### config.mk
export PLATFORM = sky130hd
export DESIGN_NAME = nnet_output_framer
export DESIGN_NICKNAME = d
export VERILOG_FILES = /design/src/rtl/nnet_pkg.sv /design/src/rtl/nnet_skid_buf.sv /design/src/rtl/nnet_output_framer.sv
export SDC_FILE = /design/constraint.sdc
export NUM_CORES = 1
export LEC_CHECK = 0
export BUFFER_PORTS_ARGS = -buffer_cell sky130_fd_sc_hd__clkbuf_2
export CAP_MARGIN = 25
export CORE_ASPECT_RATIO = 0.75
export CORE_MARGIN = 4
export CORE_UTILIZATION = 53
export DETAILED_ROUTE_END_ITERATION = 8
export GPL_TIMING_DRIVEN = 0
export PLACE_DENSITY_LB_ADDON = 0.08
export RECOVER_POWER = 25
export REMOVE_ABC_BUFFERS = 1
export SYNTH_ARGS = -nofsm -noshare
export SYNTH_HDL_FRONTEND = slang
export SYNTH_SLANG_ARGS = --single-unit
### constraint.sdc
create_clock -name clk -period 4.3 [get_ports clk]
set_clock_uncertainty 0.15 [all_clocks]
set_input_delay 0.215 -clock clk [delete_from_list [all_inputs] [get_ports clk]]
set_output_delay 0.215 -clock clk [all_outputs]
set_load 0.03 [all_outputs]
### src/rtl/nnet_pkg.sv
// nnet_pkg: shared constants and types for the nnet CE output path.
//   - settings-bus / readback addresses used by the nnet block
//   - CHDR tuser width carried alongside each sample
//   - framer state enum and the packet-length selection helper
package nnet_pkg;

  localparam int SR_USER_SPP    = 131;
  localparam int RB_SIZE_INPUT  = 129;
  localparam int RB_SIZE_OUTPUT = 130;

  localparam int CHDR_USER_W    = 128;
  localparam int AXIS_DATA_W    = 32;

  typedef enum logic {
    IDLE = 1'b0,
    RUN  = 1'b1
  } framer_state_t;

  // SPP of 0, or larger than the vector, means "one packet per vector".
  function automatic logic [15:0] pkt_len_sel(input logic [15:0] spp,
                                              input logic [15:0] size);
    return ((spp == 16'd0) || (spp > size)) ? size : spp;
  endfunction

endpackage

### src/rtl/nnet_skid_buf.sv
// nnet_skid_buf: 2-entry ready/valid register slice.
//   Outputs are fully registered; in_ready depends only on local state, so
//   the slice breaks both the data and the ready timing paths while still
//   sustaining one transfer per cycle.
// Ports:
//   clk, reset_n (async, active low), clear (sync flush)
//   in_data/in_valid/in_ready    upstream side
//   out_data/out_valid/out_ready downstream side
module nnet_skid_buf #(
  parameter int WIDTH = 32
) (
  input  logic             clk,
  input  logic             reset_n,
  input  logic             clear,
  input  logic [WIDTH-1:0] in_data,
  input  logic             in_valid,
  output logic             in_ready,
  output logic [WIDTH-1:0] out_data,
  output logic             out_valid,
  input  logic             out_ready
);

  logic [WIDTH-1:0] skid_data;
  logic             skid_valid;

  // The skid slot only fills while the output is stalled, so accepting
  // whenever it is empty can never lose a beat.
  assign in_ready = !skid_valid;

  always_ff @(posedge clk or negedge reset_n) begin
    if (!reset_n) begin
      out_data   <= '0;
      out_valid  <= 1'b0;
      skid_data  <= '0;
      skid_valid <= 1'b0;
    end else if (clear) begin
      out_data   <= '0;
      out_valid  <= 1'b0;
      skid_data  <= '0;
      skid_valid <= 1'b0;
    end else if (out_ready || !out_valid) begin
      if (skid_valid) begin
        out_data   <= skid_data;
        out_valid  <= 1'b1;
        skid_valid <= 1'b0;
      end else begin
        out_valid <= in_valid;
        if (in_valid) begin
          out_data <= in_data;
        end
      end
    end else if (in_valid && !skid_valid) begin
      skid_data  <= in_data;
      skid_valid <= 1'b1;
    end
  end

endmodule

### src/rtl/nnet_output_framer.sv
// nnet_output_framer: frames the bare HLS result stream into CHDR packets.
//   Counts samples per inference vector, cuts each vector into packets of
//   the user SPP, generates tlast and attaches the tuser header captured for
//   the vector. Output is registered through a 2-entry skid buffer.
//
//   state | meaning
//   ------+----------------------------------------------------------------
//   IDLE  | no vector active; waiting for a queued header to start the next
//   RUN   | vector active; accepting HLS samples until vec_len are taken
//
// Ports:
//   clk, reset_n (async, active low), clear (sync flush, keeps spp_reg)
//   set_stb/set_addr/set_data  settings bus (SPP register)
//   nnet_size_out              samples per inference vector
//   spp_out                    SPP register readback
//   hdr_tdata/tvalid/tready    tuser header input (4-entry FIFO)
//   s_tdata/tvalid/tready      HLS result stream
//   o_tdata/tuser/tlast/tvalid/tready  framed stream to axi_wrapper
//   cfg_err                    sticky: zero vector size seen at vector start
module nnet_output_framer #(
  parameter int SR_USER_SPP    = nnet_pkg::SR_USER_SPP,
  parameter int DATA_W         = 16,
  parameter int HDR_DEPTH_LOG2 = 2
) (
  input  logic         clk,
  input  logic         reset_n,
  input  logic         clear,
  input  logic         set_stb,
  input  logic [7:0]   set_addr,
  input  logic [31:0]  set_data,
  input  logic [15:0]  nnet_size_out,
  output logic [15:0]  spp_out,
  input  logic [127:0] hdr_tdata,
  input  logic         hdr_tvalid,
  output logic         hdr_tready,
  input  logic [31:0]  s_tdata,
  input  logic         s_tvalid,
  output logic         s_tready,
  output logic [31:0]  o_tdata,
  output logic [127:0] o_tuser,
  output logic         o_tlast,
  output logic         o_tvalid,
  input  logic         o_tready,
  output logic         cfg_err
);

  import nnet_pkg::*;

  localparam logic [7:0]  SPP_ADDR  = 8'(SR_USER_SPP);
  localparam logic [31:0] DATA_MASK = (DATA_W >= 32) ? 32'hFFFF_FFFF
                                                     : ((32'd1 << DATA_W) - 32'd1);
  localparam int HDR_DEPTH = 1 << HDR_DEPTH_LOG2;
  localparam int OUT_W     = 32 + CHDR_USER_W + 1;

  // Bits that are deliberately dropped: upper settings data and the HLS
  // result bits above DATA_W.
  logic unused_bits;
  assign unused_bits = ^{set_data[31:16], s_tdata & ~DATA_MASK};

  // SPP register (survives clear)
  logic [15:0] spp_reg;

  always_ff @(posedge clk or negedge reset_n) begin
    if (!reset_n) begin
      spp_reg <= '0;
    end else if (set_stb && (set_addr == SPP_ADDR)) begin
      spp_reg <= set_data[15:0];
    end
  end

  assign spp_out = spp_reg;

  // Header FIFO
  logic [HDR_DEPTH_LOG2:0]  wr_ptr;
  logic [HDR_DEPTH_LOG2:0]  rd_ptr;
  logic [CHDR_USER_W-1:0]   hdr_mem [HDR_DEPTH];
  logic                     hdr_empty;
  logic                     hdr_full;
  logic                     hdr_push;
  logic                     hdr_pop;

  assign hdr_empty  = (wr_ptr == rd_ptr);
  assign hdr_full   = (wr_ptr[HDR_DEPTH_LOG2] != rd_ptr[HDR_DEPTH_LOG2]) &&
                      (wr_ptr[HDR_DEPTH_LOG2-1:0] == rd_ptr[HDR_DEPTH_LOG2-1:0]);
  assign hdr_tready = !hdr_full;
  assign hdr_push   = hdr_tvalid && hdr_tready;

  always_ff @(posedge clk) begin
    if (hdr_push) begin
      hdr_mem[wr_ptr[HDR_DEPTH_LOG2-1:0]] <= hdr_tdata;
    end
  end

  always_ff @(posedge clk or negedge reset_n) begin
    if (!reset_n) begin
      wr_ptr <= '0;
      rd_ptr <= '0;
    end else if (clear) begin
      wr_ptr <= '0;
      rd_ptr <= '0;
    end else begin
      if (hdr_push) wr_ptr <= wr_ptr + 1'b1;
      if (hdr_pop)  rd_ptr <= rd_ptr + 1'b1;
    end
  end

  // Framer FSM
  framer_state_t          state;
  framer_state_t          state_nxt;
  logic [CHDR_USER_W-1:0] hdr_hold;
  logic [15:0]            vec_len;
  logic [15:0]            pkt_len;
  logic [15:0]            vec_cnt;
  logic [15:0]            pkt_cnt;
  logic                   vec_last;
  logic                   pkt_last;
  logic                   tlast;
  logic                   beat;
  logic                   cfg_err_set;
  logic                   skid_in_ready;

  // pkt_len/vec_len are at least 1 whenever RUN is active, so the -1 never
  // underflows in a way that matters.
  assign vec_last = (vec_cnt == vec_len - 16'd1);
  assign pkt_last = (pkt_cnt == pkt_len - 16'd1);
  assign tlast    = pkt_last || vec_last;

  always_ff @(posedge clk or negedge reset_n) begin
    if (!reset_n) begin
      state <= IDLE;
    end else if (clear) begin
      state <= IDLE;
    end else begin
      state <= state_nxt;
    end
  end

  always_comb begin
    state_nxt   = state;
    hdr_pop     = 1'b0;
    cfg_err_set = 1'b0;
    beat        = 1'b0;
    s_tready    = 1'b0;
    case (state)
      IDLE: begin
        if (!hdr_empty) begin
          if (nnet_size_out == 16'd0) begin
            // Leave the header queued so a corrected size can still use it.
            cfg_err_set = 1'b1;
          end else begin
            hdr_pop   = 1'b1;
            state_nxt = RUN;
          end
        end
      end
      RUN: begin
        s_tready = skid_in_ready;
        if (s_tvalid && skid_in_ready) begin
          beat = 1'b1;
          if (vec_last) begin
            state_nxt = IDLE;
          end
        end
      end
      default: state_nxt = IDLE;
    endcase
  end

  always_ff @(posedge clk or negedge reset_n) begin
    if (!reset_n) begin
      hdr_hold <= '0;
      vec_len  <= '0;
      pkt_len  <= '0;
      vec_cnt  <= '0;
      pkt_cnt  <= '0;
      cfg_err  <= 1'b0;
    end else if (clear) begin
      hdr_hold <= '0;
      vec_len  <= '0;
      pkt_len  <= '0;
      vec_cnt  <= '0;
      pkt_cnt  <= '0;
      cfg_err  <= 1'b0;
    end else begin
      if (cfg_err_set) begin
        cfg_err <= 1'b1;
      end
      if (hdr_pop) begin
        // Size and SPP are sampled only here, so mid-vector changes wait
        // for the next vector.
        hdr_hold <= hdr_mem[rd_ptr[HDR_DEPTH_LOG2-1:0]];
        vec_len  <= nnet_size_out;
        pkt_len  <= pkt_len_sel(spp_reg, nnet_size_out);
        vec_cnt  <= '0;
        pkt_cnt  <= '0;
      end else if (beat) begin
        vec_cnt <= vec_cnt + 16'd1;
        pkt_cnt <= tlast ? 16'd0 : pkt_cnt + 16'd1;
      end
    end
  end

  // Output register slice
  logic [OUT_W-1:0] skid_in;
  logic [OUT_W-1:0] skid_out;

  assign skid_in = {s_tdata & DATA_MASK, hdr_hold, tlast};

  nnet_skid_buf #(
    .WIDTH (OUT_W)
  ) u_out_skid (
    .clk       (clk),
    .reset_n   (reset_n),
    .clear     (clear),
    .in_data   (skid_in),
    .in_valid  (beat),
    .in_ready  (skid_in_ready),
    .out_data  (skid_out),
    .out_valid (o_tvalid),
    .out_ready (o_tready)
  );

  assign o_tdata = skid_out[OUT_W-1 -: 32];
  assign o_tuser = skid_out[CHDR_USER_W:1];
  assign o_tlast = skid_out[0];

endmodule

# After elaboration in Yosys (flattened, before gate mapping)
# Memories as Yosys holds them, arrays and structs flattened.
# Cells that the tools add are included.
dict set report word_totals {
  regBits 540
  mem_bits_rw 512
  in_bits 223
  output_inout_bits 181
  word_cells 101
  memories 1
}
# memory depth word_bits rd rd_clocked_by_memory_dff write_ports line
set memory_table {}
lappend memory_table {hdr_mem 4 128 1 0 1 nnet_output_framer.sv:76} ;# logic [CHDR_USER_W-1:0] hdr_mem [HDR_DEPTH];
dict set report classes {
  n_addsub 6
  n_lt_le_gt_ge 1
  n_eq_ne 7
  mux 48
  bitwise 1
  reduce_logical 23
}
# operator count
set op_table {}
lappend op_table {{161-bit two-way mux} 7}
lappend op_table {{128-bit two-way mux} 2}
lappend op_table {{16-bit two-way mux} 12}
lappend op_table {{16-bit by 1-bit adder with 16-bit output (second input constant)} 2}
lappend op_table {{16-bit == test} 2}
lappend op_table {{16-bit logical NOT} 2}
lappend op_table {{16-bit by 1-bit subtractor with 16-bit output (second input constant)} 2}
lappend op_table {{1-bit two-way mux} 22}
lappend op_table {{16-bit > comparator} 1}
lappend op_table {{3-bit two-way mux} 4}
lappend op_table {{2-bit nonzero test} 5}
lappend op_table {{3-bit nonzero test} 3}
lappend op_table {{8-bit == test (second input constant)} 1}
lappend op_table {{3-bit by 1-bit adder with 3-bit output (second input constant)} 2}
lappend op_table {{1-bit logical AND} 5}
lappend op_table {{2-bit AND reduction} 2}
lappend op_table {{3-bit == test} 1}
lappend op_table {{1-bit logical NOT} 3}
lappend op_table {{1-bit logical OR} 3}
lappend op_table {{2-bit == test} 1}
lappend op_table {{2-bit inequality test (second input constant)} 1}
lappend op_table {{1-bit one-hot mux with 2 select lines} 1}
lappend op_table {{1-bit inequality test} 1}
lappend op_table {{1-bit inverter} 1}

# Depth between registers and ports, before layout
dict set report depth {
  word_depth 8
  depth_mapped 12
  depth_no_buf 10
}

# By module
# From an unflattened synthesis, not the netlist that was laid out.
dict set report hier_totals {
  hier_cells 2796
  hier_area_um2 42231.8
}
# module instances cells_each area_per_inst_um2 seq_area_each_um2
set modules_own_cells {}
lappend modules_own_cells {nnet_output_framer 1 1890 29170.5 20779.9}
lappend modules_own_cells {nnet_skid_buf 1 906 13061.3 8107.8}

# Worst setup path after synthesis
# No wires, ideal clock.
dict set report synth_timing {
  kind {reg2reg}
  from {reg rd_ptr[0]}
  to {mem hdr_mem[3][0] (enable)}
  setup_time_ns 0.505
  arrival_ns 4.091
  t_required_ns 3.645
  path_slack_ns -0.446
  stages_incl_launch_ff 6
  path_buffers 1
  period_less_slack_ns 4.746
  cell_sequence {dfrtp_1 -> clkbuf_1 -> xor2_1 -> nor2_1 -> nand2_1 -> and3_1}
}
dict set report synth_via {
  elab_chain_len 6
}
# item line
set synth_lines {}
lappend synth_lines {{start, declared} nnet_output_framer.sv:75} ;# logic [HDR_DEPTH_LOG2:0] rd_ptr;
lappend synth_lines {{start signal, assigned} nnet_output_framer.sv:103} ;# if (hdr_pop) rd_ptr <= rd_ptr + 1'b1;
lappend synth_lines {{2-bit == test} nnet_output_framer.sv:84} ;# (wr_ptr[HDR_DEPTH_LOG2-1:0] == rd_ptr[HDR_DEPTH_LOG2-1:0]);
lappend synth_lines {{1-bit logical AND} nnet_output_framer.sv:83} ;# assign hdr_full = (wr_ptr[HDR_DEPTH_LOG2] != rd_ptr[HDR_DEPTH_LOG2]) &&
lappend synth_lines {{1-bit logical NOT} nnet_output_framer.sv:85} ;# assign hdr_tready = !hdr_full;
lappend synth_lines {{via hdr_tready} nnet_output_framer.sv:35} ;# output logic hdr_tready,
lappend synth_lines {{1-bit logical AND} nnet_output_framer.sv:86} ;# assign hdr_push = hdr_tvalid && hdr_tready;
lappend synth_lines {{1-bit two-way mux} nnet_output_framer.sv:89} ;# if (hdr_push) begin
lappend synth_lines {{1-bit two-way mux (not written as such)} nnet_output_framer.sv:90} ;# hdr_mem[wr_ptr[HDR_DEPTH_LOG2-1:0]] <= hdr_tdata;
lappend synth_lines {{end, declared} nnet_output_framer.sv:76}
# The timed path passes the listed nets, and every way through them passes these cells.

# Final worst setup path
dict set report layout_timing {
  from {reg u_out_skid.skid_valid}
  to {reg u_out_skid.skid_data[5]}
}
dict set report layout_via {
  elab_chain_len 7
}
# item line
set layout_lines {}
lappend layout_lines {{start, declared} nnet_skid_buf.sv:24} ;# logic skid_valid;
lappend layout_lines {{start signal, assigned} nnet_skid_buf.sv:35} ;# skid_valid <= 1'b0;
lappend layout_lines {{start signal, assigned} nnet_skid_buf.sv:40} ;# skid_valid <= 1'b0;
lappend layout_lines {{start signal, assigned} nnet_skid_buf.sv:45} ;# skid_valid <= 1'b0;
lappend layout_lines {{1-bit logical NOT *} {nnet_skid_buf.sv:28, nnet_skid_buf.sv:52}}
lappend layout_lines {{1-bit logical AND} nnet_output_framer.sv:158} ;# if (s_tvalid && skid_in_ready) begin
lappend layout_lines {{1-bit two-way mux} nnet_output_framer.sv:158}
lappend layout_lines {{1-bit two-way mux} nnet_output_framer.sv:144} ;# case (state)
lappend layout_lines {{1-bit logical AND *} nnet_skid_buf.sv:52} ;# end else if (in_valid && !skid_valid) begin
lappend layout_lines {{2-bit nonzero test (no line) *} -}
lappend layout_lines {{2-bit AND reduction (no line) *} -}
lappend layout_lines {{end signal, assigned} nnet_skid_buf.sv:53} ;# skid_data <= in_data;
lappend layout_lines {{end, declared} nnet_skid_buf.sv:23} ;# logic [WIDTH-1:0] skid_data;
# Every way passes the cells marked *; elsewhere a longest branch is shown, timed or not.
# A chain may end at the register's enable or synchronous reset.

==> reports/metrics.cfg <==
[outcome]
outcome=finished, violations left
violations=capacitance limit, slew limit

[setup_path]
crit_path_max_incr_delay_ns=0.94
crit_type=register to register
worstSetupEndpointType=register
crit_path_top_delay_cell=nor2_4
regToRegSetupSlack_ns=0.23
path_max_fanout=41
cpMostUsedCell=buf_12
cp.required_ns=4.73
crit_family=simple AND/OR/NAND/NOR gates
crit_arrival_ns=4.50
critPathLaunchType=register
crit_buf_inv=4
crit_chain=buf_16 > nor2b_1 > nand2_1 > nor2_4 > buf_12 > buf_12 > buf_12 > a22o_1

[clocking]
cts_buffer_depth=3
htreeDepth=3
numCtsBuffers=98
clock-sinks=1020
clk_latency_ns=0.65
cts_tree=yes
cts_root_buf=clkbuf_16
clkTransAtPathRegs_ns=0.07

[synthesis]
syn_inst=2837
yosysUniqueCellTypes=61
yosysSeqAreaShare=0.6894
netlist.top_cell.by_area=edfxtp_1
synthFlopType=edfxtp_1
ys_async_sr_fraction=0.4980
yosys-top-cells-area=edfxtp_1 38%, dfrtp_1 31%, mux4_2 7.1%
synth_edf_count=512
synth_top_area_frac=0.3774
yosysWarnings=0
syn_avg_cell_area_um2=14.36
syn_area_um2=40740
ys_seq_elements=1020

[layout]
regArea_um2=28100
layout_commonest_cell=edfxtp_1
fin_nets=3620
multi_input_area_um2=11860
fillerInstances=5514
area_growth_pct=22.34
mostFrequentLayoutCells=512 x edfxtp_1, 505 x dfrtp_1, 474 x nand2_1
utilization=0.6588
drive_gt1_frac=0.1845

[floorplanning]
fp.dieH_um=248.1
rows=87
io_pins=404
start_util=0.5385
die_w_um=328.1
dieArea_um2=81410
coreArea_um2=75650

[power]
leakage_nw=19.62
powerDensity_nw_per_um2=548.6
vdd_drop_max_mv=0.3925

[place]
hpwl_um=61070
place_congestion=0.8553
portBuffers=355
pre_cts_slack_ns=0.1213

[drt]
ant_nets=0
drt_wl_total_um=101000
drt_iter0_drc=1683
route.vias.total=25973
viasPerCell=5.787
wire_per_inst_um=22.50
firstDrtPassIters=5
drc=0

[timing]
finalHoldViolations=0
setup_viol=0
timing.final.ws_setup_ns=0.2306
report.final.slew_viol_count=103
hold_ws_ns=0.1216
max_slew_margin=-0.8174
min_period_over_period=0.9464
rsz0062_at_grt=false
tightest_slew_ns=2.726
fin_crit_ns=4.069
max_freq_mhz=245.7

[grt]
grt_pass1_vias=27164
grt_start_max_net_pins=114
antenna_found_initial=8
grt_first_pass_wirelength_um=156900
overflow=0
grt_util_all_layers=0.2490

[min_path]
hold_class=input port to register

[run]
max-cap-violations=1

kinds of logic after synthesis:
logic type,after synthesis,synth area share
other,1,0.00009205
AO/OA/AOI/OAI,535,0.08387
multiplexers,289,0.1108
buffers and inverters,227,0.02294
XOR/XNOR,75,0.01612
AND/OR/NAND/NOR,665,0.06910
flip-flops,1020,0.6894
adder cells (fa/ha/maj),25,0.007678
layer usage:
metal  up-vias  global-route usage  part of all wire
li1      11517                   -                 -
met2       782              0.4241              0.51
met4         4             0.07965             0.029
met5         -                   0           0.00021
met3       205             0.04177             0.055
met1     13465              0.3325              0.41
metrics by stage:
stage / cell area [µm²] / power, W / setup TNS, ns / cells
floorplan: 39970 / 0.01520 / -6331.33 / 2653
global placement: 43020 / 0.01506 / - / 4031
detailed placement: 44480 / 0.01820 / 0 / 4094
CTS: 49960 / 0.02755 / 0 / 4477
global route: 49830 / 0.02867 / 0 / 4485
finish: 49840 / 0.02734 / 0 / 4488
worst reg2reg max path: stages (launching register included):
cell and delay (ns):
dfrtp_4 0.71, buf_16 0.31, nor2b_1 0.37, nand2_1 0.54
nor2_4 0.95, buf_12 0.30, buf_12 0.26, buf_12 0.23
a22o_1 0.19
Yosys cell counts, drive strengths merged, types with 5 or more instances:
cell    number
a21o         5
nor4        16
mux2        15
or3          6
nor3        13
xor2        53
a31o        16
o31ai        7
nor2        53
ha          25
nand4       12
mux2i      146
a21oi      161
clkbuf     166
nand2      476
nand3       41
buf         33
nand3b       5
dfrtp      508
inv         28
mux4       128
xnor2       22
a22o       145
and3        12
edfxtp     512
nor2b        8
o21ai      170
worst paths after layout:
path / startpoint / end / depth (start not counted)
worst max-delay path: u_out_skid.skid_valid$_DFFE_PN0P_ / u_out_skid.skid_data[5]$_DFFE_PN0P_ / 8
worst min-delay path: s_tvalid / vec_cnt[1]$_DFFE_PN0P_ / 4
worst max register to register: u_out_skid.skid_valid$_DFFE_PN0P_ / u_out_skid.skid_data[5]$_DFFE_PN0P_ / 8
worst min register to register: u_out_skid.out_data[77]$_DFFE_PN0P_ / u_out_skid.out_data[77]$_DFFE_PN0P_ / 2
max in group asynchronous: reset_n / u_out_skid.out_data[79]$_DFFE_PN0P_ / 4
min in group asynchronous: reset_n / hdr_hold[42]$_DFFE_PN0P_ / 2
flip-flops by register name, summed over array words and instances (netlist names):
register               flops
cfg_err                    1
hdr_hold                 128
hdr_mem                  512
pkt_cnt                   16
pkt_len                   16
rd_ptr                     3
spp_out                   16
state                      1
u_out_skid.out_data      145
u_out_skid.out_valid       1
u_out_skid.skid_data     145
u_out_skid.skid_valid      1
vec_cnt                   16
vec_len                   16
wr_ptr                     3
layout make-up:
class	instances	area share
antenna	7	0.0003514
multi-input combinational	1606	0.2379
clock inverter	52	0.01270
timing repair buffer	618	0.09984
clock buffer	134	0.05769
inverter	28	0.002109
tap	1023	0.02568
sequential	1020	0.5637
report_power, final:
part           leakage, nW  internal (W)  switching [W]
Combinational         6.19       0.00263        0.00366
Clock                 1.72       0.00548        0.00371
Sequential            11.7        0.0112       0.000659
Total                 19.6        0.0193        0.00802
timing repair:
| action | CTS | global route |
|---|---|---|
| buffers inserted | 0 | 0 |
| endpoints found under the setup margin | 0 | 37 |
| endpoints found under the hold margin | 745 | 0 |
| hold buffers | 197 | 0 |
| resized for setup | 0 | 3 |
(Power assumes the default switching activity.)
